[config.mk]
export PLATFORM = sky130hd
export DESIGN_NAME = npc_pipe_flat
export DESIGN_NICKNAME = d
export VERILOG_FILES = /design/src/rtl/npc_pipe_if.sv /design/src/rtl/npc_pipe.sv /design/src/flat_wrapper.sv
export SDC_FILE = /design/constraint.sdc
export NUM_CORES = 1
export LEC_CHECK = 0
export CORE_MARGIN = 2
export CORE_UTILIZATION = 23
export DETAILED_ROUTE_END_ITERATION = 12
export PLACE_DENSITY = 0.44
export SLEW_MARGIN = 20
export SYNTH_ARGS = -nofsm -noshare
export SYNTH_HDL_FRONTEND = slang
export SYNTH_SLANG_ARGS = --single-unit
[constraint.sdc]
create_clock -name clk -period 8.8 [get_ports clk]
set_clock_uncertainty 0.05 [all_clocks]
set_input_delay 0.88 -clock clk [delete_from_list [all_inputs] [get_ports clk]]
set_output_delay 0.88 -clock clk [all_outputs]
set_load 0.05 [all_outputs]
[src/rtl/npc_pipe_if.sv]
// Signal bundle between the fetch-stage next-PC unit and its D-stage/IMEM neighbours.
// slave = the PC unit itself; master = whatever drives the D-stage side (core or bench).
interface npc_pipe_if;
  logic        stall;
  logic [2:0]  npc_op;
  logic [2:0]  cmp_mode;
  logic [31:0] d_pc;
  logic [25:0] imm26;
  logic [31:0] rs_val;
  logic [31:0] rt_val;
  logic        exc_req;
  logic        eret;
  logic [31:0] epc;
  logic [31:0] pc;
  logic [31:0] link_pc;
  logic        taken;
  logic        pc_misaligned;

  modport slave (
    input  stall, npc_op, cmp_mode, d_pc, imm26, rs_val, rt_val, exc_req, eret, epc,
    output pc, link_pc, taken, pc_misaligned
  );

  modport master (
    output stall, npc_op, cmp_mode, d_pc, imm26, rs_val, rt_val, exc_req, eret, epc,
    input  pc, link_pc, taken, pc_misaligned
  );
endinterface

[src/rtl/npc_pipe.sv]
// F-stage PC register and next-PC selection for the pipelined MIPS core:
// delayed-branch redirects from D, stall hold, exception vector entry and ERET return.
module npc_pipe #(
  parameter logic [31:0] RESET_PC   = 32'h0000_3000,
  parameter logic [31:0] EXC_VECTOR = 32'h0000_4180,
  parameter bit          ENABLE_EXC = 1'b1
) (
  input logic        clk,
  input logic        reset,
  npc_pipe_if.slave  bus
);

  localparam logic [2:0] OP_SEQ = 3'b000;
  localparam logic [2:0] OP_BR  = 3'b001;
  localparam logic [2:0] OP_J   = 3'b010;
  localparam logic [2:0] OP_JR  = 3'b011;

  localparam logic [2:0] CMP_EQ  = 3'b000;
  localparam logic [2:0] CMP_NE  = 3'b001;
  localparam logic [2:0] CMP_LEZ = 3'b010;
  localparam logic [2:0] CMP_GTZ = 3'b011;
  localparam logic [2:0] CMP_LTZ = 3'b100;
  localparam logic [2:0] CMP_GEZ = 3'b101;

  logic [31:0] pc_q, pc_d;
  logic        misaligned_q, misaligned_d;

  logic        exc_en, eret_en;
  logic        rs_zero, rs_neg;
  logic        cond;
  logic        taken_c;
  logic [31:0] d_pc_plus4;
  logic [31:0] br_offset;
  logic [31:0] target;

  // Exception inputs are forced low when the exception path is compiled out.
  assign exc_en  = ENABLE_EXC ? bus.exc_req : 1'b0;
  assign eret_en = ENABLE_EXC ? bus.eret    : 1'b0;

  assign rs_zero    = (bus.rs_val == 32'd0);
  assign rs_neg     = bus.rs_val[31];
  assign d_pc_plus4 = bus.d_pc + 32'd4;
  assign br_offset  = {{14{bus.imm26[15]}}, bus.imm26[15:0], 2'b00};

  always_comb begin
    cond = 1'b0;
    case (bus.cmp_mode)
      CMP_EQ:  cond = (bus.rs_val == bus.rt_val);
      CMP_NE:  cond = (bus.rs_val != bus.rt_val);
      CMP_LEZ: cond = rs_neg | rs_zero;
      CMP_GTZ: cond = ~rs_neg & ~rs_zero;
      CMP_LTZ: cond = rs_neg;
      CMP_GEZ: cond = ~rs_neg;
      default: cond = 1'b0;
    endcase
  end

  always_comb begin
    taken_c = 1'b0;
    target  = d_pc_plus4;
    case (bus.npc_op)
      OP_BR: begin
        taken_c = cond;
        target  = d_pc_plus4 + br_offset;
      end
      OP_J: begin
        taken_c = 1'b1;
        target  = {d_pc_plus4[31:28], bus.imm26, 2'b00};
      end
      OP_JR: begin
        taken_c = 1'b1;
        target  = bus.rs_val;
      end
      OP_SEQ:  taken_c = 1'b0;
      default: taken_c = 1'b0;
    endcase
  end

  // Priority: exception, ERET, stall hold, redirect, sequential (reset handled in the register).
  always_comb begin
    pc_d = pc_q + 32'd4;
    if (exc_en) begin
      pc_d = EXC_VECTOR;
    end else if (eret_en) begin
      pc_d = bus.epc;
    end else if (bus.stall) begin
      pc_d = pc_q;
    end else if (taken_c) begin
      pc_d = target;
    end
    misaligned_d = (pc_d[1:0] != 2'b00);
  end

  always_ff @(posedge clk) begin
    if (reset) begin
      pc_q         <= RESET_PC;
      misaligned_q <= (RESET_PC[1:0] != 2'b00);
    end else begin
      pc_q         <= pc_d;
      misaligned_q <= misaligned_d;
    end
  end

  assign bus.pc            = pc_q;
  assign bus.pc_misaligned = misaligned_q;
  assign bus.taken         = taken_c;
  assign bus.link_pc       = bus.d_pc + 32'd8;

endmodule

[src/flat_wrapper.sv]
// flat-port wrapper written by rule: the top's interface ports become plain ports
module npc_pipe_flat 
#(
  parameter logic [31:0] RESET_PC   = 32'h0000_3000,
  parameter logic [31:0] EXC_VECTOR = 32'h0000_4180,
  parameter bit          ENABLE_EXC = 1'b1
)
  (clk, reset, bus_stall, bus_npc_op, bus_cmp_mode, bus_d_pc, bus_imm26, bus_rs_val, bus_rt_val, bus_exc_req, bus_eret, bus_epc, bus_pc, bus_link_pc, bus_taken, bus_pc_misaligned);
  npc_pipe_if bus_i ();
  input logic clk;
  input logic reset;
  input wire logic [$bits(bus_i.stall)-1:0] bus_stall;
  input wire logic [$bits(bus_i.npc_op)-1:0] bus_npc_op;
  input wire logic [$bits(bus_i.cmp_mode)-1:0] bus_cmp_mode;
  input wire logic [$bits(bus_i.d_pc)-1:0] bus_d_pc;
  input wire logic [$bits(bus_i.imm26)-1:0] bus_imm26;
  input wire logic [$bits(bus_i.rs_val)-1:0] bus_rs_val;
  input wire logic [$bits(bus_i.rt_val)-1:0] bus_rt_val;
  input wire logic [$bits(bus_i.exc_req)-1:0] bus_exc_req;
  input wire logic [$bits(bus_i.eret)-1:0] bus_eret;
  input wire logic [$bits(bus_i.epc)-1:0] bus_epc;
  output wire logic [$bits(bus_i.pc)-1:0] bus_pc;
  output wire logic [$bits(bus_i.link_pc)-1:0] bus_link_pc;
  output wire logic [$bits(bus_i.taken)-1:0] bus_taken;
  output wire logic [$bits(bus_i.pc_misaligned)-1:0] bus_pc_misaligned;
  assign bus_i.stall = bus_stall;
  assign bus_i.npc_op = bus_npc_op;
  assign bus_i.cmp_mode = bus_cmp_mode;
  assign bus_i.d_pc = bus_d_pc;
  assign bus_i.imm26 = bus_imm26;
  assign bus_i.rs_val = bus_rs_val;
  assign bus_i.rt_val = bus_rt_val;
  assign bus_i.exc_req = bus_exc_req;
  assign bus_i.eret = bus_eret;
  assign bus_i.epc = bus_epc;
  assign bus_pc = bus_i.pc;
  assign bus_link_pc = bus_i.link_pc;
  assign bus_taken = bus_i.taken;
  assign bus_pc_misaligned = bus_i.pc_misaligned;
  npc_pipe #(.RESET_PC(RESET_PC), .EXC_VECTOR(EXC_VECTOR), .ENABLE_EXC(ENABLE_EXC)) u_core (.clk(clk), .reset(reset), .bus(bus_i));
endmodule
== Yosys cells after proc, flatten, opt, wreduce, memory -nomap -nowiden ==
Index checks and enable logic that the tools add are counted.

* Register bits after elaboration: 33
* Latch bits: 0
* RAM bits: 0
* ROM bits: 0
* Bits of input ports: 165
* Output and inout port bits: 66
* Logic and storage cells: 36
* Memories: 0

* Add/sub/neg operators: 4
* Multipliers: 0
* Div/mod/pow operators: 0
* $lt $le $gt $ge: 0
* Equality and inequality tests: 12
* Shift-type cells: 0
* Mux-type cells: 7
* Bitwise logic cells: 4
* Reduce and logical (&&, ||, !) cells: 5

{| class="wikitable"
|+ Operators by type and width
! cell !! number
|-
| $mux W32 || 3
|-
| $pmux W32 S3 || 1
|-
| $add A32 B3 Y32 const B || 2
|-
| $add A32 B32 Y32 || 1
|-
| $add A32 B4 Y32 const B || 1
|-
| $eq A32 B32 Y1 || 1
|-
| $logic_not A32 Y1 || 1
|-
| $ne A32 B32 Y1 || 1
|-
| $mux W15 || 1
|-
| $eq A3 B2 Y1 const B || 4
|-
| $eq A3 B1 Y1 const B || 2
|-
| $eq A3 B3 Y1 const B || 2
|-
| $pmux W1 S6 || 1
|-
| $reduce_or A2 Y1 || 2
|-
| $logic_not A3 Y1 || 1
|-
| $ne A3 B1 Y1 const B || 1
|-
| $ne A2 B1 Y1 const B || 1
|-
| $not A1 Y1 || 2
|-
| $pmux W1 S2 || 1
|-
| $reduce_bool A2 Y1 || 1
|-
| $and A1 B1 Y1 || 1
|-
| $or A1 B1 Y1 || 1
|}

== Depth between registers and ports, before layout ==
Gate-level depths: netlist of run 1.

* Word-level depth: 10
* Mapped depth: 18
* Gate-level depth less buffers: 16

== Least setup slack after synthesis of run 1 ==
Ideal clock, no wire load.

* Kind: input-to-reg
* Start point: in bus_d_pc[8]
* End point: reg u_core.pc_q[31] (netlist: u_core.bus.pc[31])
* Arrival time: 4.102 ns
* Slack: 4.527 ns
* Stages: 16
* Cells stage by stage: clkbuf_1 > nand4_1 > nor3_1 > nand3_1 > nor2_1 > xor2_1 > ha_1 > a21oi_4 > o21ai_2 > or4b_4 > a31o_4 > a41o_4 > a31oi_4 > mux2_4 > nand3_2 > o21ai_2

* Longest elaborated chain between the ends: 6

{| class="wikitable"
|+ RTL lines
! item !! RTL line !! RTL
|-
| start: declaration || flat_wrapper.sv:15 || <nowiki>input wire logic [$bits(bus_i.d_pc)-1:0] bus_d_pc;</nowiki>
|-
| $add A32 B3 Y32 (*) || npc_pipe.sv:42 || <nowiki>assign d_pc_plus4 = bus.d_pc + 32'd4;</nowiki>
|-
| $add A32 B32 Y32 || npc_pipe.sv:64 || <nowiki>target = d_pc_plus4 + br_offset;</nowiki>
|-
| $pmux W32 S3 (*) || npc_pipe.sv:61 || <nowiki>case (bus.npc_op)</nowiki>
|-
| $mux W32 (*) || npc_pipe.sv:88 || <nowiki>end else if (taken_c) begin</nowiki>
|-
| $mux W32 (*) || npc_pipe.sv:86 || <nowiki>end else if (bus.stall) begin</nowiki>
|-
| $mux W32 (*) || npc_pipe.sv:84 || <nowiki>end else if (eret_en) begin</nowiki>
|-
| end signal: assignment || npc_pipe.sv:99 || <nowiki>pc_q <= pc_d;</nowiki>
|-
| end: declaration || npc_pipe.sv:25 || <nowiki>logic [31:0] pc_q, pc_d;</nowiki>
|}

Every way passes the cells marked *; elsewhere a longest branch is shown, timed or not. The select of a mux whose other input is x is not followed.
A chain may end at the register's enable or synchronous reset.

== Worst setup path in the final report of run 1 ==
* Start point: in bus_rs_val[25]
* End point: out bus_taken

* Longest elaborated chain between the ends: 5
* Elaborated cells between the ends (all ways): 8
* Those cells by class: eq/ne: 2; mux: 2; bitwise: 3; reduce/logical: 1

{| class="wikitable"
|+ RTL lines
! item !! RTL line !! RTL
|-
| start: declaration || flat_wrapper.sv:17 || <nowiki>input wire logic [$bits(bus_i.rs_val)-1:0] bus_rs_val;</nowiki>
|-
| $logic_not A32 Y1 || npc_pipe.sv:40 || <nowiki>assign rs_zero = (bus.rs_val == 32'd0);</nowiki>
|-
| $not A1 Y1 || npc_pipe.sv:51 || <nowiki>CMP_GTZ: cond = ~rs_neg & ~rs_zero;</nowiki>
|-
| $and A1 B1 Y1 || npc_pipe.sv:51 ||
|-
| $pmux W1 S6 (*) || npc_pipe.sv:47 || <nowiki>case (bus.cmp_mode)</nowiki>
|-
| $pmux W1 S2 (*) || npc_pipe.sv:61 ||
|-
| end: declaration || flat_wrapper.sv:24 || <nowiki>output wire logic [$bits(bus_i.taken)-1:0] bus_taken;</nowiki>
|}

Every way passes the cells marked *; elsewhere a longest branch is shown, timed or not.

==> flow_summary.yaml, run 1 <==
synthesis:
  ys_ff_latch: 33
  syn_nets: 1097
  synth_edf_count: 0
  syn-cell-area_mm2: 0.006357
  ys_seq_area_share_pct: 10.39
  yosysWarnings: 0
  synthFlopType: "dfxtp_1"
  synth_async_sr_flop_share_pct: 0
  yosysUniqueCellTypes: 92
  synthCells: 895
  synth_area_per_cell_um2: 7.103
clock_network:
  cts_tree: "done"
  post_cts_buffers: 0
  cts_hold_buf: 0
  clk_latency_ps: 280
  path_clk_slew_ps: 50
  cts-root-buf: "clkbuf_16"
  cts_resized: 0
  htreeDepth: 2
  cts_buffers: 5
  clock-sinks: 33
  cts_max_path_buffers: 2
floorplanning:
  pin_count: 231
  core-area_mm2: 0.02703
  die_y_um: 170.3
  start_util_pct: 23.52
  die_w_um: 170.3
  die-area_mm2: 0.02899
  row_count: 60
sta:
  slew_headroom_pct: 37.35
  setup_viol_count_final: 0
  hold_viol: 0
  period_needed_ps: 5720
  finalCritPeriodShare_pct: 65.00
  rsz0062_at_grt: "no"
  worst_pin_slew_ps: 937.6
  timing.fmax_ghz: 0.1748
  holdWs_ps: 457.4
  drv_slew: 0
  fin_ws_ps: 3080
  fin_setup_tns_ps: 0
final_layout:
  fill_cells: 2904
  layout-drive-gt1-share_pct: 4.968
  nets: 1289
  multi_input_area_mm2: 0.005343
  seqCellArea_um2: 660.6
  area_growth_syn_to_layout_pct: 41.74
critical_path:
  arrival_ps: 4790
  cpMostUsedCell: "clkdlybuf4s50_1"
  ff2ff_path_depth: 9
  r2r_setup_slack_ps: 6300
  crit_path_end_kind: "output pin"
  crit_path_start: "bus_rs_val[25]"
  crit_required_ps: 7870
  timing.rr.end: "u_core.bus.pc[29]$_SDFFE_PP0P_"
  crit_type: "primary input to output pin"
  path_max_fanout: 32
  path_cells: "clkdlybuf4s50_1 > xor2_1 > nor4_1 > nand4_1 > o211ai_2 > nand3b_2 > a21oi_4 > inv_2 > clkdlybuf4s50_1"
  critical_path.slowest_cell: "clkdlybuf4s50_1"
  start_kind: "primary input"
  max_stage_delay_ps: 810
  reg2reg_from: "u_core.bus.pc[8]$_SDFFE_PP0P_"
run:
  drv_cap: 0
place:
  place_congestion: 0.9022
  numPortBuffers: 230
  pre_cts_slack_ps: 3057
  place_hpwl_um: 24570
route:
  antenna_left: 0
  wl_per_cell_um: 20.81
  wl_um: 29800
  dr.pass1.iters: 5
  vias: 7460
  drc: 0
  vias_per_cell: 5.209
  drt_iter0_drc: 488
global_routing:
  antenna_found_initial: 5
  grt_max_degree: 41
  grt_overflow_total: 0
  grt_pass1_vias: 7362
  grt_pass1_wl_um: 44860
  track_usage_pct: 20.20
hold_path:
  hold_path.startpoint: "u_core.bus.pc[1]$_SDFF_PP0_"
  min_to: "u_core.bus.pc[1]$_SDFF_PP0_"
  hp-class: "flop to flop"
  min_path_cells: 2
power_and_ir_drop:
  irDropWorstVdd_mv: 0.05135
  powerDensity_mw_per_mm2: 92.76
  leakage_nw: 3.373
status:
  outcome: "completed"
==> logic make-up after synthesis <==
group	share of synthesized area, %
AOI/OAI and AO/OA	27.24
xor gates and xnor gates	17.22
DFF	10.39
and+or+nand+nor	28.18
adders and majority gates	7.400
muxes	3.995
buffers and inverters	5.570
==> layout by cell type (no fill, tap or decap), types with 20 or more instances in the layout <==
| cell type | count |
|---|---|
| clkdlybuf4s50_1 | 229 |
| a21oi_1 | 75 |
| nand2_1 | 87 |
| ha_1 | 36 |
| xnor2_1 | 46 |
| nand3_1 | 40 |
| nand4_1 | 21 |
| and3_1 | 20 |
| o21ai_0 | 50 |
| dfxtp_1 | 33 |
| xor2_1 | 79 |
| nor2_1 | 74 |
==> flip-flops by register name, summed over array words and instances, names as in the netlist <==
| name | cells |
|---|---|
| u_core.bus.pc_misaligned | 1 |
| u_core.bus.pc | 32 |
==> through the flow <==
| stage | area [um2] | total power [mW] | instances | util (%) |
|---|---|---|---|---|
| 2_1_floorplan | 6357 | 0.4593 | 895 | - |
| 3_3_place_gp | 8859 | 0.6594 | 1421 | 32.78 |
| 3_5_place_dp | 8859 | 0.6579 | 1421 | 32.78 |
| 4_1_cts | 9001 | 0.8371 | 1428 | 33.31 |
| 5_1_grt | 9006 | 0.8838 | 1430 | 33.32 |
| 6_report | 9011 | 0.8359 | 1432 | 33.34 |
==> how the worst max path moves through the flow <==
stage	endpoint	depth (start not counted)
4_1_cts	bus_taken	9
6_report	bus_taken	9
2_1_floorplan	u_core.bus.pc[31]$_SDFFE_PP0P_	16
3_5_place_dp	bus_taken	9
3_3_place_gp	bus_taken	9
5_1_grt	bus_taken	9
==> routing by layer <==
layer / share of wire [%] / up-vias / track usage, %
li1: - / 3700 / -
met1: 47 / 3476 / 27.96
met2: 44 / 246 / 31.85
met3: 5.6 / 36 / 2.698
met4: 3.7 / 2 / 7.507
met5: 0.044 / - / 0
==> where the power goes <==
group	internal [mW]	switching (mW)	total, mW
Clock	0.111	0.0663	0.177
Combinational	0.206	0.284	0.490
Sequential	0.158	0.0113	0.169
==> cell type report <==
class,count,share of cell area (%)
diodes,4,0.1111
clock buffers,7,1.583
inverters,19,0.7914
multi-input cells,790,59.29
flip-flops and latches,33,7.331
well taps,341,4.735
repair buffers,238,26.16
==> cell usage after synthesis, drive strengths merged, types with 7 or more instances <==
| library cell | n | area [um2] |
|---|---|---|
| nand2 | 87 | 326.6 |
| a21oi | 79 | 432.9 |
| xor2 | 79 | 691.9 |
| nor2 | 74 | 277.8 |
| o21ai | 58 | 301.5 |
| xnor2 | 46 | 402.9 |
| nand3 | 41 | 210.2 |
| clkbuf | 38 | 146.4 |
| ha | 36 | 450.4 |
| dfxtp | 33 | 660.6 |
| and3 | 21 | 132.6 |
| nand4 | 21 | 131.4 |
| inv | 19 | 71.31 |
| nand2b | 19 | 118.9 |
| nor3 | 19 | 95.09 |
| nor4 | 18 | 112.6 |
| mux2i | 16 | 160.2 |
| buf | 14 | 103.9 |
| a211oi | 13 | 97.59 |
| a31oi | 13 | 96.34 |
| o22ai | 12 | 75.07 |
| a21o | 10 | 76.32 |
| and4 | 8 | 71.32 |
| mux2 | 8 | 93.84 |
| nor2b | 7 | 43.79 |
| or2 | 7 | 43.80 |
==> critical path: cells and delay by family <==
| family | cells | cell delay [ps] |
|---|---|---|
| buffers and inverters | 3 | 1770 |
| AOI/OAI and AO/OA | 2 | 1020 |
| and+or+nand+nor | 3 | 850 |
| xor gates and xnor gates | 1 | 250 |
No activity file was read; power rests on OpenSTA's default activity.
==> inputs of run 2 (changes only) <==
==> constraint.sdc (replaced) <==
create_clock -name clk -period 5.8 [get_ports clk]
set_clock_uncertainty 0.05 [all_clocks]
set_input_delay 0.58 -clock clk [delete_from_list [all_inputs] [get_ports clk]]
set_output_delay 0.58 -clock clk [all_outputs]
set_load 0.05 [all_outputs]
==> run 2 against run 1 <==
  * Utilization up 0.074 points
  * Power rose by 52%
  * Cell area rose by 0.22%
  * Global-route usage is 0.26 points lower
  * Sequential share of layout area hardly changed
  * First-iteration DRC count shrank 7.8%
  * Routed wire length shrank 0.52%
  * Sequential power grew 51%
  * Critical endpoint is now u_core.bus.pc[26]$_SDFFE_PP0P_
==> flow_summary.yaml, run 2 (synthesis results as in run 1) <==
clock_network:
  path_clk_slew_ps: 50
  clk_latency_ps: 280
  clock-sinks: 33
  cts_max_path_buffers: 2
  cts_buffers: 5
  cts-root-buf: "clkbuf_16"
  cts_tree: "done"
  post_cts_buffers: 0
  cts_resized: 0
  htreeDepth: 2
  cts_hold_buf: 0
sta:
  rsz0062_at_grt: "no"
  hold_viol: 0
  period_needed_ps: 4932
  fin_setup_tns_ps: 0
  timing.fmax_ghz: 0.2028
  worst_pin_slew_ps: 828.5
  finalCritPeriodShare_pct: 85.03
  slew_headroom_pct: 44.34
  drv_slew: 0
  setup_viol_count_final: 0
final_layout:
  layout-drive-gt1-share_pct: 5.316
  area_growth_syn_to_layout_pct: 42.06
  post-route-util_pct: 33.42
  final_common_cell: "clkdlybuf4s50_1"
  largest_reg_flops: 32
  nets: 1293
  antenna-diode-count: 0
  final_cell_mix: "clkdlybuf4s50_1, nand2_1, xor2_1, a21oi_1, nor2_1"
  fill_cells: 2928
place:
  place_hpwl_um: 24320
  numPortBuffers: 230
  place_congestion: 0.8591
floorplanning:
  die_y_um: 170.3
  die-area_mm2: 0.02899
  core-area_mm2: 0.02703
  pin_count: 231
  start_util_pct: 23.52
  die_w_um: 170.3
  row_count: 60
route:
  antenna_left: 0
  vias: 7313
  drt_iter0_drc: 450
  drc: 0
  wl_um: 29640
  vias_per_cell: 5.107
  wl_per_cell_um: 20.70
  dr.pass1.iters: 5
hold_path:
  min_path_cells: 2
  hp-class: "flop to flop"
  hold_path.startpoint: "u_core.bus.pc[1]$_SDFF_PP0_"
  min_to: "u_core.bus.pc[1]$_SDFF_PP0_"
critical_path:
  reg2reg_from: "u_core.bus.pc[6]$_SDFFE_PP0P_"
  path_max_fanout: 6
  start_kind: "primary input"
  crit_path_end_kind: "flop"
  ff2ff_path_depth: 8
  arrival_ps: 5020
  r2r_setup_slack_ps: 3360
  crit_type: "primary input to flop"
  timing.rr.end: "u_core.bus.pc[31]$_SDFFE_PP0P_"
  crit_required_ps: 5890
global_routing:
  antenna_found_initial: 0
  grt_pass1_vias: 7167
  grt_pass1_wl_um: 44280
  grt_overflow_total: 0
  grt_max_degree: 40
  track_usage_pct: 19.94
power_and_ir_drop:
  leakage_nw: 3.393
  irDropWorstVdd_mv: 0.08771
  powerDensity_mw_per_mm2: 140.7
status:
  outcome: "completed"
run:
  drv_cap: 0
[run 2: power by group]
part | switching, mW | leakage [nW] | internal, mW
Combinational | 0.431 | 3.05 | 0.314
Sequential | 0.0166 | 0.271 | 0.239
Clock | 0.102 | 0.0700 | 0.169
Total | 0.549 | 3.39 | 0.722
[run 2: worst max path at each step]
stage | startpoint | endpoint | slack [ps] | cells past startpoint
final | bus_d_pc[4] | u_core.bus.pc[26]$_SDFFE_PP0P_ | 870 | 15
after global routing | bus_d_pc[3] | u_core.bus.pc[26]$_SDFFE_PP0P_ | 630 | 15
after CTS | bus_d_pc[4] | u_core.bus.pc[26]$_SDFFE_PP0P_ | 890 | 15
after detailed placement | bus_d_pc[4] | u_core.bus.pc[26]$_SDFFE_PP0P_ | 620 | 15
after global placement | bus_d_pc[3] | u_core.bus.pc[26]$_SDFFE_PP0P_ | 700 | 15
after floorplan | bus_d_pc[8] | u_core.bus.pc[31]$_SDFFE_PP0P_ | 1830 | 16
[run 2: cell type report]
class / count / area [um2] / area share, %
inverters: 19 / 71.32 / 0.7897
well taps: 341 / 426.7 / 4.724
repair buffers: 242 / 2387 / 26.43
clock buffers: 7 / 142.6 / 1.579
flip-flops and latches: 33 / 660.6 / 7.315
multi-input cells: 790 / 5343 / 59.16
[run 2: worst max-delay path, stage by stage]
cell and delay, ps:
clkdlybuf4s50_1 550, ha_1 270, and4_1 310, and3_1 290
nand2_1 190, nor2_1 160, xnor2_1 170, ha_1 350
a21oi_1 360, o21ai_0 260, a311o_1 420, and3_1 190
a311o_1 310, a211oi_1 460, o22ai_1 150
[run 2: per-layer routing]
layer,vias to the layer above,track usage (%),routed length [um]
met3,23,1.907,1409
li1,3685,-,-
met2,221,32.38,13220
met1,3384,28.32,14420
met5,-,0,0
met4,0,4.719,590
[run 2: through the flow]
stage / hold WS [ps] / setup WS [ps] / power, mW / cell area [um2] / std cells
final: 462.7 / 868.5 / 1.271 / 9031 / 1432
after global routing: 506.4 / 630.0 / 1.341 / 9031 / 1432
after CTS: 463.3 / 893.2 / 1.272 / 9031 / 1432
after detailed placement: 455.7 / 617.8 / 0.9987 / 8889 / 1425
after global placement: 453.3 / 701.9 / 1.004 / 8889 / 1425
after floorplan: 632.6 / 1827 / 0.6968 / 6357 / 895
==> inputs of run 3 (changes only) <==
--- a/config.mk
+++ b/config.mk
@@ -9,6 +9,7 @@
 export CORE_UTILIZATION = 23
 export DETAILED_ROUTE_END_ITERATION = 12
 export PLACE_DENSITY = 0.44
+export SKIP_LAST_GASP = 1
 export SLEW_MARGIN = 20
 export SYNTH_ARGS = -nofsm -noshare
 export SYNTH_HDL_FRONTEND = slang
==> results of run 3 <==
Final layout, timing and power as in run 2 (identical DEF).
